==> src/rtl/axis_fifo_ctrl.sv <==
// AXI-Stream FIFO controller for an external 1-cycle-latency dual-port RAM.
// Optional tlast path: define AXIS_FIFO_TLAST_EN.
module axis_fifo_ctrl #(
  parameter int ADDR_WIDTH = 4,
  parameter int DATA_WIDTH = 32,
`ifdef AXIS_FIFO_TLAST_EN
  localparam int RAM_WIDTH = DATA_WIDTH + 1
`else
  localparam int RAM_WIDTH = DATA_WIDTH
`endif
) (
  input  logic                  clk,
  input  logic                  rst_n,
  input  logic                  s_axis_tvalid,
  output logic                  s_axis_tready,
  input  logic [DATA_WIDTH-1:0] s_axis_tdata,
`ifdef AXIS_FIFO_TLAST_EN
  input  logic                  s_axis_tlast,
  output logic                  m_axis_tlast,
`endif
  output logic                  m_axis_tvalid,
  input  logic                  m_axis_tready,
  output logic [DATA_WIDTH-1:0] m_axis_tdata,
  output logic                  ram_we,
  output logic [ADDR_WIDTH-1:0] ram_waddr,
  output logic [RAM_WIDTH-1:0]  ram_din,
  output logic [ADDR_WIDTH-1:0] ram_raddr,
  input  logic [RAM_WIDTH-1:0]  ram_dout,
  output logic [ADDR_WIDTH+1:0] level
);

  localparam logic [ADDR_WIDTH:0] FULL =
    {1'b1, {ADDR_WIDTH{1'b0}}};

  logic [ADDR_WIDTH:0]   wr_ptr, rd_ptr;
  logic [ADDR_WIDTH:0]   wr_nx, rd_nx;
  logic [ADDR_WIDTH:0]   ram_cnt, cnt_nx;
  logic [ADDR_WIDTH+1:0] level_nx;
  logic [RAM_WIDTH-1:0]  out0, out1;
  logic [1:0]            outcnt, outcnt_nx;
  logic [2:0]            occ;
  logic                  rd_pend, rdy_en;
  logic                  push, pop, issue, land_hi;

  assign ram_cnt       = wr_ptr - rd_ptr;
  assign s_axis_tready = rdy_en & (ram_cnt != FULL);
  assign m_axis_tvalid = (outcnt != 2'd0);
  assign push          = s_axis_tvalid & s_axis_tready;
  assign pop           = m_axis_tvalid & m_axis_tready;

  assign ram_we    = push;
  assign ram_waddr = wr_ptr[ADDR_WIDTH-1:0];
  assign ram_raddr = rd_ptr[ADDR_WIDTH-1:0];
`ifdef AXIS_FIFO_TLAST_EN
  assign ram_din      = {s_axis_tlast, s_axis_tdata};
  assign m_axis_tlast = out0[DATA_WIDTH];
`else
  assign ram_din      = s_axis_tdata;
`endif
  assign m_axis_tdata = out0[DATA_WIDTH-1:0];

  // Beats in or heading to the output buffer after this cycle's pop
  always_comb begin
    occ = {1'b0, outcnt} + {2'b0, rd_pend} - {2'b0, pop};
    issue = (ram_cnt != '0) && (occ < 3'd2);
    land_hi = (outcnt == 2'd2) || ((outcnt == 2'd1) && !pop);
    wr_nx = wr_ptr + {{ADDR_WIDTH{1'b0}}, push};
    rd_nx = rd_ptr + {{ADDR_WIDTH{1'b0}}, issue};
    cnt_nx = wr_nx - rd_nx;
    outcnt_nx = outcnt - {1'b0, pop} + {1'b0, rd_pend};
    level_nx = {1'b0, cnt_nx}
             + {{(ADDR_WIDTH+1){1'b0}}, issue}
             + {{ADDR_WIDTH{1'b0}}, outcnt_nx};
  end

  always_ff @(posedge clk or negedge rst_n) begin
    if (!rst_n) begin
      wr_ptr  <= '0;
      rd_ptr  <= '0;
      rd_pend <= 1'b0;
      rdy_en  <= 1'b0;
      outcnt  <= 2'd0;
      level   <= '0;
    end else begin
      wr_ptr  <= wr_nx;
      rd_ptr  <= rd_nx;
      rd_pend <= issue;
      rdy_en  <= 1'b1;
      outcnt  <= outcnt_nx;
      level   <= level_nx;
    end
  end

  always_ff @(posedge clk or negedge rst_n) begin
    if (!rst_n) begin
      out0 <= '0;
      out1 <= '0;
    end else begin
      if (pop && (outcnt == 2'd2))
        out0 <= out1;
      if (rd_pend) begin
        if (land_hi)
          out1 <= ram_dout;
        else
          out0 <= ram_dout;
      end
    end
  end

endmodule

==> config.mk <==
export PLATFORM = sky130hd
export DESIGN_NAME = axis_fifo_ctrl
export DESIGN_NICKNAME = d
export VERILOG_FILES = /design/src/rtl/axis_fifo_ctrl.sv
export SDC_FILE = /design/constraint.sdc
export NUM_CORES = 1
export LEC_CHECK = 0
export ABC_AREA = 1
export BUFFER_PORTS_ARGS = -buffer_cell sky130_fd_sc_hd__buf_4
export CAP_MARGIN = 20
export CORE_MARGIN = 4
export CORE_UTILIZATION = 51
export CTS_CLUSTER_DIAMETER = 100
export CTS_CLUSTER_SIZE = 24
export DETAILED_ROUTE_END_ITERATION = 10
export PLACE_DENSITY = 0.81
export SLEW_MARGIN = 30
export SYNTH_ARGS = -nofsm -noshare
export SYNTH_HDL_FRONTEND = slang
export SYNTH_SLANG_ARGS = --single-unit
==> constraint.sdc <==
create_clock -name clk -period 6.16 [get_ports clk]
set_clock_uncertainty 0.05 [all_clocks]
set_input_delay 0.616 -clock clk [delete_from_list [all_inputs] [get_ports clk]]
set_output_delay 0.616 -clock clk [all_outputs]
set_load 0.005 [all_outputs]
# == Word-level counts from Yosys, hierarchy flattened ==
# Index checks and enable logic that the tools add are counted.
# Widths: inputs -> output; s select.
# classes
n_lt_le_gt_ge,1
div,0
bitwise_logic,3
n_mux,3
eq_ne,3
addsub,10
n_shift,0
mul,0
n_reduce_logical,8
# op_table
op,count
$mux 32,3
$add 5x1->5,2
$sub 5x5->5,2
$add 5x1->6,1
$add 6x2->6,1
$ne 5x5->1 const B,1
$reduce_bool 5->1,1
$add 2x1->3,1
$and 1x1->1,3
$logic_and 1x1->1,3
$lt 3x2->1 const B,1
$sub 3x1->3,1
$add 2x1->2,1
$eq 2x1->1 const B,1
$eq 2x2->1 const B,1
$reduce_and 2->1,1
$reduce_bool 2->1,1
$sub 2x1->2,1
$logic_not 1->1,1
$logic_or 1x1->1,1
# totals
mem_bits_rw,0
latchBits,0
mem_count,0
ff_bits,84
word_cells,36
in_bits,68
mem_bits_ro,0

# == Depth between registers and ports, before layout ==
# Gate-level depths: netlist (run 1).
# depth
depth_word,9
mapped_depth,26
mapped_depth_nobuf,26

# == Worst setup path after synthesis (run 1) ==
# Ideal clock, no wire load.
# synth_timing
path_type,flip-flop to flip-flop
from,reg outcnt[0]
to,reg level[4]
slack_ps,1865
stages_incl_launch_ff,22
required_ps,5994
t_arrival_ps,4128
period_less_slack_ps,4295
cell_sequence,dfrtp_1 inv_2 clkbuf_1 a21oi_1 ha_1 inv_1 ha_1 inv_1 fa_1 inv_1 a21oi_1 o21ai_0 a21oi_1 ha_1 ha_1 fa_1 fa_1 nand3b_1 inv_1 nand2_1 nand2_1 nand2_1
# synth_via
elab_chain_cells,9
# synth_lines
item,line_no,source
"start, declared",40,"logic [1:0] outcnt, outcnt_nx;"
"start signal, assigned",89,outcnt <= outcnt_nx;
"parallel branches: the longest is 2 deep, another holds $add 2x1->3",-,
$sub 3x1->3 *,64,"occ = {1'b0, outcnt} + {2'b0, rd_pend} - {2'b0, pop};"
named net occ[1],41,logic [2:0] occ;
$lt 3x2->1 *,65,issue = (ram_cnt != '0) && (occ < 3'd2);
$logic_and 1x1->1 *,65,
named net issue,43,"logic push, pop, issue, land_hi;"
$add 5x1->5 *,68,"rd_nx = rd_ptr + {{ADDR_WIDTH{1'b0}}, issue};"
named net rd_nx[0],36,"logic [ADDR_WIDTH:0] wr_nx, rd_nx;"
$sub 5x5->5 *,69,cnt_nx = wr_nx - rd_nx;
$add 5x1->6 *,72,"+ {{(ADDR_WIDTH+1){1'b0}}, issue}"
$add 6x2->6 *,73,"+ {{ADDR_WIDTH{1'b0}}, outcnt_nx};"
named net level_nx[4],38,logic [ADDR_WIDTH+1:0] level_nx;
"end signal, assigned",90,level <= level_nx;
"end, declared",29,output logic [ADDR_WIDTH+1:0] level
# Mark *: on every way through the listed nets, which the timed path passes.
# A chain may end at the register's enable or synchronous reset.

# == Worst setup path in the final report (run 1) ==
# layout_timing
from,reg outcnt[1]
to,reg level[4]
# The elaborated chain is that of the path after synthesis.

==> results of run 1 <==
==> path summary, 6_finish.rpt <==
check	startpoint	end	slack [ps]	depth (start not counted)
worst max register to register	outcnt[1]	level[4]	1260	20
worst min register to register	out1[4]	out1[4]	440	2
min in group clk	ram_dout[27]	out1[27]	440	2
max in group asynchronous	rst_n	out1[18]	5320	1
worst max-delay path	outcnt[1]	level[4]	1260	20
worst min-delay path	rst_n	m_axis_tdata[8]	240	1
==> synthesized netlist by cell type, types with 6 or more instances <==
| cell | number |
|---|---|
| mux2_2 | 6 |
| nand2_1 | 96 |
| a31oi_1 | 18 |
| nor2_1 | 21 |
| o211ai_1 | 14 |
| clkbuf_1 | 7 |
| o21ai_0 | 19 |
| inv_1 | 63 |
| nand3_1 | 13 |
| nand4_1 | 21 |
| buf_4 | 42 |
| nand2_2 | 6 |
| buf_2 | 10 |
| mux2_4 | 12 |
| ha_1 | 15 |
| dfrtp_1 | 84 |
| a21oi_1 | 7 |
| o21ai_1 | 10 |
==> logic make-up after synthesis <==
family,share of synthesized area
other,0.0008377
multiplexers,0.05534
flip-flops,0.4695
adder cells (fa/ha/maj),0.05981
XOR/XNOR,0.009784
buffers and inverters,0.1470
AO/OA/AOI/OAI,0.09055
AND/OR/NAND/NOR,0.1671
==> worst max-delay path, stage by stage (launching register included) <==
cell      delay (ps)
dfrtp_1          870
inv_2            130
a21oi_1          160
ha_1             240
inv_1             50
ha_1             130
inv_1             50
fa_1             550
inv_1            100
a21oi_1          120
o21ai_0          100
a21oi_1          340
ha_1             320
ha_1             220
fa_1             510
fa_1             450
nand3b_1         200
inv_1             60
nand2_1           50
nand2_1           50
nand2_1           50
==> sequential cells by signal, indices dropped and copies added (netlist names) <==
register	flops
rd_pend	1
rdy_en	1
outcnt	2
rd_ptr	5
wr_ptr	5
m_axis_tdata	32
level	6
out1	32
==> layer usage <==
metal | GRT usage | vias up | part of all wire
met3 | 0.05303 | 29 | 0.089
met4 | 0.06646 | 0 | 0.022
met2 | 0.2973 | 119 | 0.46
li1 | - | 1618 | -
met1 | 0.2487 | 1583 | 0.42
met5 | 0 | - | 0
==> metrics by stage <==
stage / setup WS [ps] / hold slack [ps] / power, µW / area [µm²]
after floorplan: 1865 / 270.4 / 2401 / 4477
after global placement: 1523 / 417.2 / 2832 / 4836
after detailed placement: 1250 / 423.4 / 2956 / 4847
after CTS: 1232 / 266.4 / 3341 / 5029
after global routing: 836.9 / 286.2 / 3672 / 5029
final: 1262 / 243.2 / 3295 / 5029
==> cell usage in the layout, fill, tap and decap left out, drive strengths merged <==
cell	instances
nand2	103
dfrtp	84
buf	84
inv	72
o21ai	29
nor2	22
nand4	21
a31oi	18
mux2	18
nand3	16
ha	15
o211ai	14
clkbuf	9
a21oi	7
fa	4
xnor2	3
nand3b	2
xor2	2
clkinvlp	2
a21o	1
clkinv	1
conb	1
==> where the power goes <==
group,switching [µW],internal [µW]
sequential,202,851
combinational,1010,863
clock,215,153
==> layout make-up <==
cell class | instances | area (µm²)
fillers | 708 | 3353
flip-flops and latches | 84 | 2102
multi-input cells | 276 | 1724
repair buffers | 84 | 634.4
inverters | 68 | 255.2
well taps | 105 | 131.4
clock buffers | 9 | 123.9
clock inverters | 7 | 57.56
==> results.cfg, run 1 <==
[sta]
final_hold_viol_count = 0
finalSetupViolCount = 0
slew_headroom = 0.4625
tightest_slew_ps = 806.3
fin_crit_sh = 0.7951
timing.fmax_mhz = 204.2
setup_tns_ps = 0
rsz0062_at_grt = no
slew_violations = 0
period_minus_slack_ps = 4898

[clock_network]
htreeDepth = 3
cts-root-buf = clkbuf_8
post_cts_buffers = 0
tritoncts = built
cts_made_buffers = 9
cts_hold_buf = 0
clock_path_buffers = 2
cts_resized = 0
clock_sinks = 84
clock_latency_ps = 360
cts.clk_slew.worst_paths_ps = 90

[logic_synthesis]
syn_nets = 575
netlist_area_mm2 = 0.004477
synth_cell_types = 30
synth.ff_latch_count = 84
yosys-top-cells-area = dfrtp_1 (47%), nand2_1 (8.0%), buf_4 (7.0%)
synth_edf_count = 0
yosysTopAreaCell = dfrtp_1
ys_seq_area_frac = 0.4695
synth_area_per_cell_um2 = 9.174
synth-async-reset-ratio = 1.000
yosysWarnings = 0
synthCells = 488
ys.flop_type = dfrtp_1
synth.top_cell.area_share = 0.4695

[power]
vdd_ir_drop_max_v = 0.0005206
power_density_mw_per_mm2 = 655.2
p_leak_uw = 0.002642

[worst_setup_path]
critPathArrivalTime_ps = 5100
cp-end-kind = register
worstSetupPathType = reg2reg
cp-start-kind = register
crit_required_ps = 6360
cp_max_fo = 22

[grt]
grt_antenna_before_repair = 0
grt_pass1_wl_um = 15530
overflow = 0
grt_pass1_vias = 3424
track_usage = 0.1879
grt_max_degree = 85

[drt]
vias = 3349
totalWireLength_um = 9133
drc_errors = 0
avgViaCountPerCell = 5.291
ant_nets = 0
firstDrtPassIters = 4
wl_per_cell_um = 14.43
first_iter_violations = 116

[floorplanning]
core-area_mm2 = 0.008382
start_util = 0.5341
die_x_um = 101.7
die_h_um = 101.7
num_io_pins = 149
rows = 33
die-area_mm2 = 0.01034

[cells_and_area]
nNetsFinal = 610
layout.cells.non_filler = 633
utilization = 0.5999
syn2layout_area_growth_pct = 12.33
antenna_cells = 0
drive_gt1_frac = 0.2538

[run_status]
outcome = finished, final reports clean

[min_path]
hold_path.class = in2async

[placed_design]
port_buffers = 84
placed_cells_incl_taps = 617
gp_congestion = 0.8595
place_hpwl_um = 6367

[flow_run]
cap_viol_max_count = 0
No activity file was read; power rests on OpenSTA's default activity.
==> run 2, diff against run 1 <==
--- a/config.mk
+++ b/config.mk
@@ -9,11 +9,11 @@
 export BUFFER_PORTS_ARGS = -buffer_cell sky130_fd_sc_hd__buf_4
 export CAP_MARGIN = 20
 export CORE_MARGIN = 4
-export CORE_UTILIZATION = 51
+export CORE_UTILIZATION = 46
 export CTS_CLUSTER_DIAMETER = 100
 export CTS_CLUSTER_SIZE = 24
 export DETAILED_ROUTE_END_ITERATION = 10
-export PLACE_DENSITY = 0.81
+export PLACE_DENSITY = 0.77
 export SLEW_MARGIN = 30
 export SYNTH_ARGS = -nofsm -noshare
 export SYNTH_HDL_FRONTEND = slang
==> constraint.sdc (replaced) <==
create_clock -name clk -period 4.05 [get_ports clk]
set_clock_uncertainty 0.05 [all_clocks]
set_input_delay 0.405 -clock clk [delete_from_list [all_inputs] [get_ports clk]]
set_output_delay 0.405 -clock clk [all_outputs]
set_load 0.005 [all_outputs]
==> results.cfg, run 2 (same netlist as run 1, synthesis figures left out) <==
[drt]
drc_errors = 0
ant_nets = 0
wl_per_cell_um = 14.47
firstDrtPassIters = 4
totalWireLength_um = 9651
first_iter_violations = 172
vias = 3367
avgViaCountPerCell = 5.048

[clock_network]
htreeDepth = 3
cts-root-buf = clkbuf_8
clock_latency_ps = 360
cts.clk_slew.worst_paths_ps = 100
cts_made_buffers = 9
clock_sinks = 84
clock_path_buffers = 2
tritoncts = built

[power]
power.switching_uw = 2230
vdd_ir_drop_max_v = 0.0009660
pwr-share-comb = 0.586
p_leak_uw = 0.002693
power_density_mw_per_mm2 = 1021
p_int_uw = 3049
p_seq_frac = 0.297
clockPowerShare = 0.117
swShare = 0.4224

[worst_setup_path]
crit_required_ps = 4240
r2r_end = level[3]
reg2regPathDepth = 19
critPathArrivalTime_ps = 4060
cp-start-kind = register
cpPeakStageDelay_ps = 580
worstSetupPathType = reg2reg
cp_max_fo = 3
crit_chain = inv_2, a21oi_1, ha_1, inv_1, ha_1, inv_1, fa_1, inv_1, a21oi_2, o21ai_1, a21oi_2, ha_1, ha_2, fa_1, inv_1, ha_1, a21oi_2, nor2_4, xnor2_1
r2r_start = outcnt[0]
worst_path_max_delay_cell = fa_1
r2r_slack_ps = 180
cp-end-kind = register

[placed_design]
placed_cells_incl_taps = 646
port_buffers = 84
place_hpwl_um = 6516
gp_congestion = 0.8429

[cells_and_area]
antenna_cells = 0
multi_input_area_mm2 = 0.001740
final_common_cell = nand2_1
syn2layout_area_growth_pct = 15.46
utilization = 0.5515
nNetsFinal = 620
layout.cells.non_filler = 667
nFillCells = 865
seqCellArea_mm2 = 0.002103
layout_common_cells = nand2_1 (96), buf_4 (93), dfrtp_1 (83)
drive_gt1_frac = 0.2770

[grt]
grt_pass1_vias = 3417
overflow = 0
track_usage = 0.1739
grt_max_degree = 85
grt_antenna_before_repair = 0
grt_pass1_wl_um = 15950

[floorplanning]
rows = 35
die-area_mm2 = 0.01137
core-area_mm2 = 0.009371
die_x_um = 106.7
die_h_um = 106.7
num_io_pins = 149
start_util = 0.4777

[sta]
tightest_slew_ps = 752.9
period_minus_slack_ps = 3870
slew_headroom = 0.4981
slew_violations = 0
fin_crit_sh = 0.9555
finalSetupViolCount = 0
final_hold_viol_count = 0
timing.fmax_mhz = 258.4

[run_status]
outcome = finished, final reports clean

[flow_run]
cap_viol_max_count = 0

[min_path]
hold_path.class = in2async
## run 2: cell types whose count changed in the layout (fill, tap and decap cells not counted), sizes merged
cell / previous run / this run
clkbuf: 9 / 10
bufinv: 0 / 1
buf: 84 / 94
inv: 72 / 71
clkinv: 1 / 0
## run 2: how the worst max path moves through the flow
stage	start	end	slack, ps	cells past startpoint
3_3_place_gp	m_axis_tready	level[4]	100	21
4_1_cts	rd_pend	level[4]	80	19
5_1_grt	outcnt[0]	level[3]	-20	19
3_5_place_dp	m_axis_tready	level[4]	20	21
6_report	outcnt[0]	level[3]	180	19
2_1_floorplan	outcnt[0]	level[4]	-20	21
## run 2: cell type report
cell class,instances,share of cell area
inverter,68,0.04938
tap,129,0.03123
multi-input combinational,276,0.3367
clock inverter,6,0.01380
clock buffer,10,0.02469
timing repair buffer,94,0.1373
sequential,84,0.4069
## run 2: stage by stage
| stage | hold WS [ps] | cell area, µm² | setup slack, ps | power [µW] | TNS [ps] |
|---|---|---|---|---|---|
| 3_5_place_dp | 425.4 | 4918 | 22.31 | 4542 | 0 |
| 6_report | 37.94 | 5169 | 180.1 | 5280 | 0 |
| 3_3_place_gp | 418.4 | 4907 | 102.5 | 4401 | 0 |
| 2_1_floorplan | 59.41 | 4484 | -15.05 | 3665 | -15.05 |
| 5_1_grt | 79.38 | 5169 | -23.75 | 5789 | -53.73 |
| 4_1_cts | 60.61 | 5117 | 84.99 | 5174 | 0 |
## run 2: repair_timing
item                                    4_1_cts  5_1_grt
buffers inserted                              0        5
endpoints found under the setup margin        0        3
hold buffers                                  0        0
resized for setup                             0        6
## run 2: worst max-delay path: cells and delay by family, from the launching register on
family                     cells  cell delay (ps)
adders and majority gates      7             2220
AOI/OAI and AO/OA              5              630
DFF                            1              390
buffers and inverters          5              300
xor gates and xnor gates       1              110
and+or+nand+nor                1               60
## run 2: power groups by stage
stage	clock network, µW	registers [µW]	logic, µW
2_1_floorplan	0	1540	2130
3_3_place_gp	0	1560	2840
5_1_grt	682	1620	3490
3_5_place_dp	0	1580	2960
4_1_cts	635	1570	2970
6_report	617	1570	3090
## run 2: routing by layer
layer	up-vias	track usage	part of all wire
met5	-	0	0
met4	0	0.04201	0.0095
met3	12	0.06562	0.075
met2	100	0.2828	0.49
met1	1619	0.2202	0.43
li1	1636	-	-
